===== config.mk =====
export PLATFORM = sky130hd
export DESIGN_NAME = if_fetch_unit
export DESIGN_NICKNAME = d
export VERILOG_FILES = /design/src/rtl/if_fetch_unit.sv
export SDC_FILE = /design/constraint.sdc
export NUM_CORES = 1
export LEC_CHECK = 0
export CORE_ASPECT_RATIO = 2
export CORE_MARGIN = 5
export CORE_UTILIZATION = 51
export DETAILED_ROUTE_END_ITERATION = 16
export PLACE_DENSITY = 0.85
export REMOVE_ABC_BUFFERS = 1
export SLEW_MARGIN = 20
export SYNTH_ARGS = -nofsm -noshare
export SYNTH_HDL_FRONTEND = slang
export SYNTH_SLANG_ARGS = --single-unit

===== constraint.sdc =====
create_clock -name clk -period 2.55 [get_ports clk]
set_clock_uncertainty 0.05 [all_clocks]
set_input_delay 0.51 -clock clk [delete_from_list [all_inputs] [get_ports clk]]
set_output_delay 0.51 -clock clk [all_outputs]
set_load 0.02 [all_outputs]

===== src/rtl/if_fetch_unit.sv =====
// Instruction fetch stage with a one-entry skid buffer and the IF/ID pipeline register.
// Redirects resolve in decode; the word fetched behind a taken redirect is squashed.
module if_fetch_unit #(
   parameter logic [31:0] RESET_PC   = 32'h0000_0000,
   parameter logic [31:0] EXC_VECTOR = 32'h8000_0180
) (
   input  logic        clk,
   input  logic        reset,
   input  logic        Stall,
   input  logic [1:0]  Jump,
   input  logic        Branch,
   input  logic        BranchCond,
   input  logic [31:0] JumpTarget,
   input  logic [31:0] RegTarget,
   input  logic        Exception,
   output logic        imem_req,
   output logic [31:0] imem_addr,
   input  logic        imem_ack,
   input  logic [31:0] imem_rdata,
   output logic [31:0] Instruction,
   output logic [31:0] PC,
   output logic        IFID_Valid
);

   // state   | meaning
   // S_FETCH | normal fetch; request whenever the skid buffer is empty
   // S_DROP  | a squashed request is still outstanding; hold its address, discard its data
   typedef enum logic [0:0] {S_FETCH, S_DROP} state_t;

   state_t      state, state_n;
   logic [31:0] fetch_pc, fetch_pc_n;
   logic [31:0] drop_addr, drop_addr_n;
   logic        buf_full, buf_full_n;
   logic [31:0] buf_data, buf_data_n;
   logic [31:0] buf_pc, buf_pc_n;
   logic [31:0] instr_n, pc_n;
   logic        valid_n;

   logic        redirect;
   logic        ack;
   logic [31:0] target_raw, target;
   logic [31:0] fetch_pc_inc;

   // Non-exception redirects wait for Stall to drop: decode operands are not final yet.
   assign redirect = Exception | (~Stall & ((Jump != 2'b00) | (Branch & BranchCond)));

   always_comb begin
      target_raw = JumpTarget;
      if (Exception)
         target_raw = EXC_VECTOR;
      else if (Jump == 2'b10)
         target_raw = RegTarget;
   end

   assign target       = target_raw & ~32'h0000_0003;
   assign fetch_pc_inc = fetch_pc + 32'd4;

   assign imem_req  = ~reset & ((state == S_DROP) | ~buf_full);
   assign imem_addr = (state == S_DROP) ? drop_addr : fetch_pc;
   assign ack       = imem_ack & imem_req;

   always_comb begin
      state_n     = state;
      fetch_pc_n  = fetch_pc;
      drop_addr_n = drop_addr;
      buf_full_n  = buf_full;
      buf_data_n  = buf_data;
      buf_pc_n    = buf_pc;
      instr_n     = Instruction;
      pc_n        = PC;
      valid_n     = IFID_Valid;

      if (redirect) begin
         fetch_pc_n = target;
         buf_full_n = 1'b0;
         instr_n    = 32'h0;
         valid_n    = 1'b0;
         pc_n       = target;
         if (state == S_FETCH) begin
            if (imem_req && !imem_ack) begin
               state_n     = S_DROP;
               drop_addr_n = fetch_pc;
            end
         end else begin
            state_n = ack ? S_FETCH : S_DROP;
         end
      end else if (state == S_DROP) begin
         if (ack)
            state_n = S_FETCH;
         if (!Stall) begin
            instr_n = 32'h0;
            valid_n = 1'b0;
         end
      end else if (Stall) begin
         if (ack) begin
            buf_full_n = 1'b1;
            buf_data_n = imem_rdata;
            buf_pc_n   = fetch_pc;
            fetch_pc_n = fetch_pc_inc;
         end
      end else begin
         if (buf_full) begin
            instr_n    = buf_data;
            pc_n       = buf_pc;
            valid_n    = 1'b1;
            buf_full_n = 1'b0;
            if (ack) begin
               buf_full_n = 1'b1;
               buf_data_n = imem_rdata;
               buf_pc_n   = fetch_pc;
               fetch_pc_n = fetch_pc_inc;
            end
         end else if (ack) begin
            instr_n    = imem_rdata;
            pc_n       = fetch_pc;
            valid_n    = 1'b1;
            fetch_pc_n = fetch_pc_inc;
         end else begin
            instr_n = 32'h0;
            valid_n = 1'b0;
         end
      end
   end

   always_ff @(posedge clk) begin
      if (reset) begin
         state       <= S_FETCH;
         fetch_pc    <= RESET_PC;
         drop_addr   <= 32'h0;
         buf_full    <= 1'b0;
         buf_data    <= 32'h0;
         buf_pc      <= 32'h0;
         Instruction <= 32'h0;
         PC          <= 32'h0;
         IFID_Valid  <= 1'b0;
      end else begin
         state       <= state_n;
         fetch_pc    <= fetch_pc_n;
         drop_addr   <= drop_addr_n;
         buf_full    <= buf_full_n;
         buf_data    <= buf_data_n;
         buf_pc      <= buf_pc_n;
         Instruction <= instr_n;
         PC          <= pc_n;
         IFID_Valid  <= valid_n;
      end
   end

endmodule


==> flow_summary.json <==
{
  "die_area_mm2": 0.02055,
  "synth_top_cell_area_share_pct": 41.62,
  "clk_path_buf_depth": 2,
  "place_congestion": 0.9599,
  "syn_area_per_cell_um2": 8.010,
  "crit_type": "reg2out",
  "p_int_mw": 4.843,
  "io_pins": 203,
  "cpMaxStageDelayCell": "clkdlybuf4s50_1",
  "setup-violations-final": 0,
  "swShare_pct": 26.19,
  "hold_buffers": 0,
  "rsz0062_at_grt": "false",
  "finalWorstSetupSlack_ps": 44.34,
  "dp_hpwl_mm": 20.32,
  "crit_family": "buffers and inverters",
  "path_max_fanout": 29,
  "reg2reg_setup_slack_ps": 380,
  "finalHoldViolations": 0,
  "finalCritPeriodShare_pct": 98.26,
  "synth_seq_cells": 187,
  "clk_pin_slew_ps": 70,
  "multi_input_area_mm2": 0.004756,
  "antenna_found_initial": 0,
  "postCtsSetupBuffers": 0,
  "worstSkewPairLatency_ps": 430,
  "hold_start": "reset",
  "dp_cells": 1480,
  "pwr-share-seq_pct": 46.4,
  "first_pass_iters": 8,
  "ff2ff_path_depth": 6,
  "fp.dieH_um": 197.8,
  "min_path_type": "in2reg",
  "critPathBufInv": 2,
  "vias_per_cell": 5.955,
  "synth_area_leaders": "dfxtp_1 42%, nand2_1 9.3%, mux2_2 8.6%",
  "synth_edf_count": 0,
  "cap_violations": 0,
  "numCtsBuffers": 17,
  "synthesis.area_mm2": 0.008995,
  "grt_pass1_vias": 9116,
  "fp-row-count": 68,
  "grt_max_degree": 109,
  "die_w_um": 103.9,
  "syn-instance-count": 1123,
  "coreArea_mm2": 0.01736,
  "syn_to_final_growth_pct": 31.73,
  "critPathRequiredTime_ps": 1990,
  "cts_tree": "yes",
  "leakagePower_nw": 4.083,
  "crit_chain": "buf_12 -> mux2_2 -> clkdlybuf4s50_1",
  "drtIter0Drc": 853,
  "async_flop_share_pct": 0,
  "yosysWarnings": 0,
  "r2r-start": "fetch_pc[2]$_SDFFE_PP0P_",
  "htree_levels": 4,
  "fin_cells": 1511,
  "final-seq-area_mm2": 0.003749,
  "ys.flop_type": "dfxtp_1",
  "remaining_drc_errors": 0,
  "synth_cell_types": 58,
  "wl_per_cell_um": 19.07,
  "drt_wl_total_mm": 28.82,
  "period_needed_ps": 2506,
  "slew_viol_final": 0,
  "slew_headroom_pct": 57.99,
  "drive_above_1_share_pct": 13.37,
  "root_buffer": "clkbuf_16",
  "grt-ovfl-total": 0,
  "powerDensity_mw_per_mm2": 553.8,
  "worst_setup_path_start_kind": "register",
  "numClockSinks": 187,
  "grt_pass1_wl_mm": 45.27,
  "vdd_ir_drop_max_uv": 479.9,
  "r2r-end": "fetch_pc[30]$_SDFFE_PP0P_",
  "vias": 8998,
  "combPwrFrac_pct": 14.6,
  "max_stage_delay_ps": 540,
  "antenna_cells": 0,
  "status": "finished, final reports clean",
  "min_delay_path_depth": 2,
  "yosysTopAreaCell": "dfxtp_1",
  "fillers": 1393,
  "p_clk_share_pct": 39.0,
  "cp-end-kind": "output pin",
  "numPortBuffers": 194,
  "grt.total_usage_pct": 26.99,
  "place_ws_ps": -47.13,
  "worstMarginPinSlew_ps": 624.4,
  "num-nets-final": 1395,
  "start_util_pct": 51.82,
  "ant_nets": 0,
  "cts-resized-gates": 0,
  "ys_seq_area_share_pct": 41.62,
  "fmax_mhz": 399.1,
  "cp.arrival_ps": 1950,
  "p_sw_mw": 1.719
}
## per-stage QoR
step                area [um^2]  util, %  TNS [ps]  power [mW]  hold slack [ps]
detailed placement        11280    64.97    -112.4       4.052            396.4
CTS                       11840    68.22         0       6.580            341.7
floorplan                  8517        -   -196240       3.518            376.8
global route              11850    68.27         0       6.792            343.0
global placement          11280    64.97         0       4.032            387.2
finish                    11850    68.27         0       6.562            342.0
## power by group through the flow
| stage | Combinational, mW | Sequential (mW) | Clock (mW) |
|---|---|---|---|
| after floorplan | 0.362 | 3.16 | 0 |
| after global placement | 0.927 | 3.10 | 0 |
| after detailed placement | 0.944 | 3.11 | 0 |
| after CTS | 0.951 | 3.04 | 2.59 |
| after global routing | 1.02 | 3.05 | 2.73 |
| final | 0.957 | 3.04 | 2.56 |
## flip-flops by register name (all words and copies together) (netlist names), named ones only
name / cells
IFID_Valid: 1
buf_pc: 30
Instruction: 32
drop_addr: 30
buf_data: 32
buf_full: 1
fetch_pc: 30
PC: 30
## routing by layer
metal  GRT usage [%]  part of all wire (%)  up-vias
li1                -                     -     4210
met1           26.28                    34     4225
met2           50.43                    54      442
met3           6.166                   6.9      121
met4           17.24                   5.9        0
met5               0                     0        -
## placed cells by master, fill, tap and decap left out, drive strengths merged, types with 13 or more instances in the layout
master         Yosys  layout
nand3             14      14
nor4              13      13
nand2            223     223
o21ai             26      26
nor2             116     116
mux2              69      69
buf               53      59
dfxtp            187     187
mux2i             47      47
a22oi             32      32
inv                9      13
a21oi            133     133
nor3              57      57
clkdlybuf4s50      0     190
nand4             13      13
clkbuf            55      19
## logic make-up (layout without fill, tap and decap cells)
group	Yosys count	in the layout	synth area share, %
xor+xnor	3	3	0.2922
flops	187	187	41.62
buf+inv	117	292	5.814
fa+ha+maj	1	1	0.1391
simple gates	461	461	22.53
compound gates	237	237	15.69
other cells	1	4	0.04169
mux	116	116	13.87
## cell usage after synthesis, types with 6 or more instances
library cell  number
nand2_1          223
dfxtp_1          187
a21oi_1          133
nor2_1           115
mux2_2            69
nor3_1            57
clkbuf_1          55
mux2i_1           47
buf_2             43
a22oi_1           32
o21ai_0           24
nand3_1           14
nand4_1           12
nor4_1            11
inv_1              9
o22ai_1            9
a311oi_1           6
o31a_1             6
## area by class of cell
class | count | area share (%)
clock buffer | 19 | 3.823
tap | 210 | 2.218
sequential | 187 | 31.64
multi-input combinational | 822 | 40.14
timing repair buffer | 252 | 20.95
inverter | 9 | 0.2851
clock inverter | 12 | 0.9504
## worst max-delay path by stage
| stage | slack, ps | cells past startpoint | end |
|---|---|---|---|
| final | 40 | 3 | imem_addr[9] |
| after global routing | 2 | 3 | imem_addr[12] |
| after CTS | 30 | 3 | imem_addr[11] |
| after detailed placement | -50 | 9 | drop_addr[3]$_SDFFE_PP0P_ |
| after global placement | 40 | 8 | buf_data[11]$_SDFFE_PP0P_ |
| after floorplan | -1610 | 4 | PC[22]$_SDFFE_PP0P_ |
(Power assumes the default switching activity.)
